## src/rtl/seg_scan4.sv

```systemverilog
// Four-digit multiplexed 7-segment scan driver with hc4511-style decode,
// leading-zero blanking and an anti-ghost blanking gap at each slot start.
module seg_scan4 #(
  parameter int unsigned SCAN_DIV  = 1000,
  parameter int unsigned BLANK_CYC = 16,
  parameter int unsigned LZB_EN    = 1
) (
  input  logic        CP,
  input  logic        MRN,
  input  logic        LE,
  input  logic [15:0] Dn,
  input  logic [3:0]  DP,
  input  logic        BI_N,
  input  logic        LT_N,
  output logic [7:0]  Seg,
  output logic [3:0]  Com,
  output logic        Frame
);

  localparam int unsigned CW = (SCAN_DIV > 1) ? $clog2(SCAN_DIV) : 1;

  logic [CW-1:0] cnt, cnt_nx;
  logic [1:0]    idx, idx_nx;
  logic [15:0]   dig;
  logic [3:0]    dp_q;
  logic [7:0]    seg_nx;
  logic [3:0]    com_nx;
  logic          frame_nx;
  logic [3:0]    lzb;
  logic [3:0]    cur;
  logic          gap;

  // hc4511 a..g decode; codes 10-15 blank
  function automatic logic [6:0] decode(input logic [3:0] code);
    logic [6:0] s;
    case (code)
      4'd0:    s = 7'h3F;
      4'd1:    s = 7'h06;
      4'd2:    s = 7'h5B;
      4'd3:    s = 7'h4F;
      4'd4:    s = 7'h66;
      4'd5:    s = 7'h6D;
      4'd6:    s = 7'h7C;
      4'd7:    s = 7'h07;
      4'd8:    s = 7'h7F;
      4'd9:    s = 7'h67;
      default: s = 7'h00;
    endcase
    return s;
  endfunction

  // Leading-zero chain from digit 3 down; a set DP breaks the chain
  always_comb begin
    lzb    = 4'b0000;
    lzb[3] = (LZB_EN != 0) && (dig[15:12] == 4'd0) && !dp_q[3];
    lzb[2] = lzb[3] && (dig[11:8] == 4'd0) && !dp_q[2];
    lzb[1] = lzb[2] && (dig[7:4] == 4'd0) && !dp_q[1];
  end

  // Next slot counter/index and next registered outputs
  always_comb begin
    cnt_nx   = cnt + CW'(1);
    idx_nx   = idx;
    seg_nx   = 8'h00;
    com_nx   = 4'b1111;
    frame_nx = (cnt == CW'(0)) && (idx == 2'd0);
    cur      = dig[{idx, 2'b00} +: 4];
    gap      = 32'(cnt) < BLANK_CYC;
    if (cnt == CW'(SCAN_DIV - 1)) begin
      cnt_nx = CW'(0);
      idx_nx = idx + 2'd1;
    end
    if (!gap) begin
      com_nx = 4'(~(4'b0001 << idx));
      if (!LT_N)          seg_nx = 8'hFF;
      else if (!BI_N)     seg_nx = 8'h00;
      else if (lzb[idx])  seg_nx = 8'h00;
      else                seg_nx = {dp_q[idx], decode(cur)};
    end
  end

  // State, latch and output registers with synchronous reset
  always_ff @(posedge CP) begin
    if (!MRN) begin
      cnt   <= CW'(0);
      idx   <= 2'd0;
      dig   <= 16'h0000;
      dp_q  <= 4'b0000;
      Seg   <= 8'h00;
      Com   <= 4'b1111;
      Frame <= 1'b0;
    end else begin
      cnt   <= cnt_nx;
      idx   <= idx_nx;
      Seg   <= seg_nx;
      Com   <= com_nx;
      Frame <= frame_nx;
      if (!LE) begin
        dig  <= Dn;
        dp_q <= DP;
      end
    end
  end

endmodule
```

## config.mk

```make
export PLATFORM = sky130hd
export DESIGN_NAME = seg_scan4
export DESIGN_NICKNAME = d
export VERILOG_FILES = /design/src/rtl/seg_scan4.sv
export SDC_FILE = /design/constraint.sdc
export NUM_CORES = 1
export LEC_CHECK = 0
export BUFFER_PORTS_ARGS = -buffer_cell sky130_fd_sc_hd__buf_4
export CAP_MARGIN = 15
export CORE_MARGIN = 3
export CORE_UTILIZATION = 44
export CTS_CLUSTER_DIAMETER = 200
export DETAILED_ROUTE_END_ITERATION = 6
export MAX_ROUTING_LAYER = met4
export PLACE_DENSITY = 0.65
export SYNTH_ARGS = -nofsm -noshare
export SYNTH_HDL_FRONTEND = slang
export SYNTH_SLANG_ARGS = --single-unit
```

## constraint.sdc

```tcl
create_clock -name CP -period 4.9 [get_ports CP]
set_input_delay 0.49 -clock CP [delete_from_list [all_inputs] [get_ports CP]]
set_output_delay 0.49 -clock CP [all_outputs]
set_load 0.02 [all_outputs]
```

==> results of run 1 <==
critical path, delay by kind of cell (launching register included):
family	cells	cell delay (ps)
DFF	1	720
muxes	1	700
AOI/OAI and AO/OA	2	390
adders and majority gates	1	160
buffers and inverters	1	150
and+or+nand+nor	1	70
metrics by stage:
stage | power (W) | cell area [µm²] | hold WS [ps] | util
6_report | 0.000678 | 2500 | 436 | 0.554
2_1_floorplan | 0.000440 | 2110 | 430 | -
5_1_grt | 0.000712 | 2500 | 433 | 0.554
3_5_place_dp | 0.000466 | 2410 | 456 | 0.535
3_3_place_gp | 0.000466 | 2410 | 448 | 0.535
4_1_cts | 0.000689 | 2500 | 427 | 0.554
cell usage in the layout, fill, tap and decap left out, drive strengths merged, types with 2 or more instances in the layout:
cell type,n
o211ai,2
mux2,2
o21ai,2
xnor2,6
mux2i,25
xor2,3
and2,6
a31o,2
nor3,2
nor4,2
a41o,2
dfxtp,45
a21oi,3
o21a,2
nand4,4
buf,37
nand2,18
nor2,14
nand3,4
nor2b,21
mux4,4
clkbuf,6
and3,3
clkinvlp,2
ha,10
inv,7
registers in the layout, summed over array words and instances, names as in the netlist:
| name | cells |
|---|---|
| dig | 16 |
| cnt | 10 |
| Seg | 8 |
| Com | 4 |
| dp_q | 4 |
| idx | 2 |
| Frame | 1 |
worst max-delay path by stage:
stage | endpoint | slack [ps] | depth (start not counted)
3_5_place_dp | Seg[3]$_SDFF_PP0_ | 2640 | 6
2_1_floorplan | Seg[3]$_SDFF_PP0_ | 2960 | 7
6_report | Seg[3]$_SDFF_PP0_ | 2620 | 6
5_1_grt | Seg[3]$_SDFF_PP0_ | 2410 | 6
4_1_cts | Seg[3]$_SDFF_PP0_ | 2610 | 6
3_3_place_gp | Seg[3]$_SDFF_PP0_ | 2690 | 6
cells by family after synthesis:
group | count (synthesis)
flops | 45
fa+ha+maj | 10
buf+inv | 16
simple gates | 77
xor+xnor | 9
compound gates | 18
mux | 31
metal layers:
| layer | vias to the layer above | part of all wire | global-route usage |
|---|---|---|---|
| met5 | - | 0 | - |
| met3 | 7 | 0.056 | 0.0494 |
| met1 | 659 | 0.51 | 0.181 |
| met2 | 33 | 0.42 | 0.219 |
| met4 | 0 | 0.013 | 0.0524 |
| li1 | 788 | - | - |
power breakdown:
group	switching, W	internal, W
clock network	0.000121	0.000100
logic	0.0000310	0.0000374
registers	0.0000105	0.000378
total	0.000162	0.000516
final cells by class:
cell class	count	area, µm²
Inverter	7	26.3
Clock inverter	2	15.0
Multi-Input combinational cell	145	1140
Fill cell	419	2010
Timing Repair Buffer	37	278
Sequential cell	45	901
Tap cell	52	65.1
Clock buffer	6	72.6
==> flow_summary.ini, run 1 <==
[worst_setup_path]
startpoint = idx[0]$_SDFFE_PN0P_
slowest_delay_ps = 720
end_kind = flip-flop
worstReg2RegEnd = Seg[3]$_SDFF_PP0_
r2r_setup_slack_ps = 2620
crit_path_cell_trace = mux4_1, inv_1, ha_1, nand2_1, o21a_1, a221oi_2
worstReg2RegStart = idx[0]$_SDFFE_PN0P_
critical_path_class = flip-flop to flip-flop
arrival_ps = 2490
rr_worst_depth = 6
critPathRequiredTime_ps = 5110
start_kind = flip-flop
cp_slowest_cell = dfxtp_1
crit_fanout = 14

[floorplanning]
io_pins = 38
start_util = 0.468
die_h_um = 75.2
std_cell_rows = 24
die_width_um = 75.2
core_um2 = 4500
die_area_um2 = 5660

[layout]
area_growth_pct = 18.4
final-instance-count-excl-fill = 294
nNetsFinal = 276
n_antenna_cell = 0
drive_gt1_frac = 0.215

[route]
vias = 1487
first_pass_iters = 4
wl_um = 3650
via_per_inst = 5.06
drc = 0
ant_nets = 0
wl_per_cell_um = 12.4
drtIter0Drc = 71

[yosys]
synthCells = 206
yosys.area_share.simple = 0.200
syn_nets = 241
synth_compound_area_frac = 0.0647
synth_top_area_share = 0.427
synthAdderAreaFrac = 0.0593
ys_ff_latch = 45
synth_seq_area_share = 0.427
synth_mux_area_frac = 0.179
yosysWarnings = 0
yosys-top-cells-area = dfxtp_1 (43%), mux2i_1 (12%), nor2b_1 (6.2%)
yosysTopAreaCell = dfxtp_1
synth_top_family_by_area = simple AND/OR/NAND/NOR gates
yosysMostFrequentCell = dfxtp_1
syn_avg_cell_area_um2 = 10.2
async_flop_share = 0
synth_xor_area_frac = 0.0374
synth_common_cells = dfxtp_1 (45), mux2i_1 (25), nor2b_1 (21), nand2_1 (18), nor2_1 (14)
synth-edff-count = 0
synthFlopType = dfxtp_1
synthesis.area_um2 = 2110
ys_types = 39

[sta]
worst_slew_margin_rel = 0.590
tightest_slew_ps = 613
setup_tns_ps = 0
setup_viol = 0
fin_crit_ps = 2280
finClkSkew_ps = 11.0
hold_viol = 0
rsz0062_at_grt = no
final_max_slew_viol_count = 0
worst_slack_ps = 2620
fin_crit_sh = 0.466
fmax_mhz = 438

[clocking]
cts-root-buf = clkbuf_8
cts.clk_slew.worst_paths_ps = 90
cts_sinks = 45
cts_setup_buffers = 0
htreeDepth = 2
clock_latency_ps = 300
tritoncts = built
cts_resized = 0
cts_buffers = 5
clockBufferDepth = 2
hold_buffers = 0

[hold_path]
whs_endpoint = Seg[4]$_SDFF_PP0_
min_from = LT_N
whs_path_depth = 2
hp-class = input port to flip-flop

[placement]
dp.cells = 286
post-place-ws_ps = 2640
place_hpwl_um = 2700
port_buffers = 37
place.gp.congestion = 0.841

[global_routing]
antenna_found_initial = 0
grt_pass1_vias = 1353
grt_usage = 0.145
grt_pass1_wl_um = 6040
grt-ovfl-total = 0
grt_max_degree = 31

[pwr]
p_per_area_nw_per_um2 = 272
p_leak_nw = 1.07
ir_worst_vdd_mv = 0.170

[outcome]
status = completed

[run]
maxCapViolCount = 0
Power figures use the tool's default switching activity.
==> run 2: changes to the inputs <==
Clock period 4.9 ns to 2.13 ns, I/O delays scaled along.
==> flow_summary.ini, run 2 (same netlist as run 1, synthesis figures left out) <==
[outcome]
status = completed

[pwr]
ir_worst_vdd_mv = 0.329
combPwrFrac = 0.102
internal-power_w = 0.00118
p_seq_frac = 0.576
p_per_area_nw_per_um2 = 618
clkPwrFrac = 0.323
power_w = 0.00155
p_sw_frac = 0.239
power_switching_w = 0.000371
p_leak_nw = 1.10

[sta]
hold_viol = 0
tightest_slew_ps = 333
finClkSkew_ps = 6.72
setup_tns_ps = 0
fmax_mhz = 535
setup_viol = 0
fin_crit_sh = 0.877
fin_crit_ps = 1870
rsz0062_at_grt = no
worst_slew_margin_rel = 0.778
final_max_slew_viol_count = 0

[clocking]
cts_setup_buffers = 0
cts-root-buf = clkbuf_8
htreeDepth = 2
clockBufferDepth = 2
cts_resized = 0
cts_buffers = 5
cts_sinks = 45
hold_buffers = 0
clock_latency_ps = 300
cts.clk_slew.worst_paths_ps = 70
tritoncts = built

[layout]
n_antenna_cell = 0
nNetsFinal = 279
largest_reg_flops = 16
final-seq-area_um2 = 901
postLayoutCoreUtil = 0.558
area_growth_pct = 19.2
final_cell_mix = dfxtp_1 (45), buf_4 (40), mux2i_1 (25)
drive_gt1_frac = 0.224
multi_input_area_um2 = 1140
top_register = dig
reg.largest.list = dig x16, cnt x10, Seg x8
final_common_cell = dfxtp_1
fillers = 420
final-instance-count-excl-fill = 297

[hold_path]
min_from = LT_N
whs_path_depth = 2
whs_endpoint = Seg[4]$_SDFF_PP0_
hp-class = input port to flip-flop

[worst_setup_path]
critical_path_class = flip-flop to flip-flop
worstReg2RegEnd = Seg[3]$_SDFF_PP0_
start_kind = flip-flop
critPathRequiredTime_ps = 2350
startpoint = idx[0]$_SDFFE_PN0P_
end_kind = flip-flop
crit_fanout = 4
r2r_setup_slack_ps = 260
rr_worst_depth = 6
arrival_ps = 2090
worstReg2RegStart = idx[0]$_SDFFE_PN0P_

[run]
maxCapViolCount = 0

[route]
drc = 0
wl_per_cell_um = 13.0
ant_nets = 0
via_per_inst = 5.07
drtIter0Drc = 47
first_pass_iters = 4
vias = 1506
wl_um = 3850

[global_routing]
antenna_found_initial = 0
grt_usage = 0.153
grt_max_degree = 31
grt_pass1_vias = 1353
grt-ovfl-total = 0
grt_pass1_wl_um = 6280

[placement]
dp.cells = 289
port_buffers = 37
place_hpwl_um = 2860
place.gp.congestion = 0.824

[floorplanning]
die_h_um = 75.2
start_util = 0.468
die_area_um2 = 5660
std_cell_rows = 24
die_width_um = 75.2
io_pins = 38
core_um2 = 4500
==> run 2: cell count changes in the layout (fill, tap and decap cells not counted) <==
cell,change
buf_4,+3
clkinv_2,+2
clkinvlp_4,-2
==> run 2: through the flow <==
| stage | area (µm²) | setup slack (ps) | hold WS (ps) |
|---|---|---|---|
| after floorplan | 2110 | 189 | 365 |
| after global placement | 2430 | 302 | 456 |
| after detailed placement | 2430 | 288 | 467 |
| after CTS | 2510 | 271 | 145 |
| after global routing | 2510 | 174 | 147 |
| final | 2510 | 261 | 156 |
==> run 2: layout make-up <==
class                      count  area share
clock buffer                   6      0.0289
clock inverter                 2     0.00398
inverter                       7      0.0104
multi-input combinational    145       0.453
sequential                    45       0.358
tap                           52      0.0259
timing repair buffer          40       0.119
==> run 2: worst max-delay path, stage by stage (launching register included) <==
cell	delay, ps
dfxtp_1	400
mux4_1	630
inv_1	150
ha_1	160
nand2_1	70
o21a_1	180
a221oi_2	210
==> run 2: worst max path at each step <==
| stage | end | slack, ps | cells after the start |
|---|---|---|---|
| floorplan | Seg[3]$_SDFF_PP0_ | 190 | 7 |
| global placement | Seg[3]$_SDFF_PP0_ | 300 | 6 |
| detailed placement | Seg[3]$_SDFF_PP0_ | 290 | 6 |
| CTS | Seg[3]$_SDFF_PP0_ | 270 | 6 |
| global route | Seg[3]$_SDFF_PP0_ | 170 | 6 |
| finish | Seg[3]$_SDFF_PP0_ | 260 | 6 |
==> run 2: routing by layer <==
layer / up-vias / track usage / share of wire
li1: 790 / - / -
met1: 671 / 0.203 / 0.50
met2: 36 / 0.216 / 0.43
met3: 9 / 0.0481 / 0.052
met4: 0 / 0.0641 / 0.020
met5: - / - / 0
==> run 2: power by group through the flow <==
stage | combinational, W | sequential, W | clock (W)
after global routing | 0.000175 | 0.000899 | 0.000555
after detailed placement | 0.000158 | 0.000916 | 0
after CTS | 0.000159 | 0.000896 | 0.000524
after global placement | 0.000157 | 0.000915 | 0
after floorplan | 0.000103 | 0.000909 | 0
final | 0.000158 | 0.000895 | 0.000501
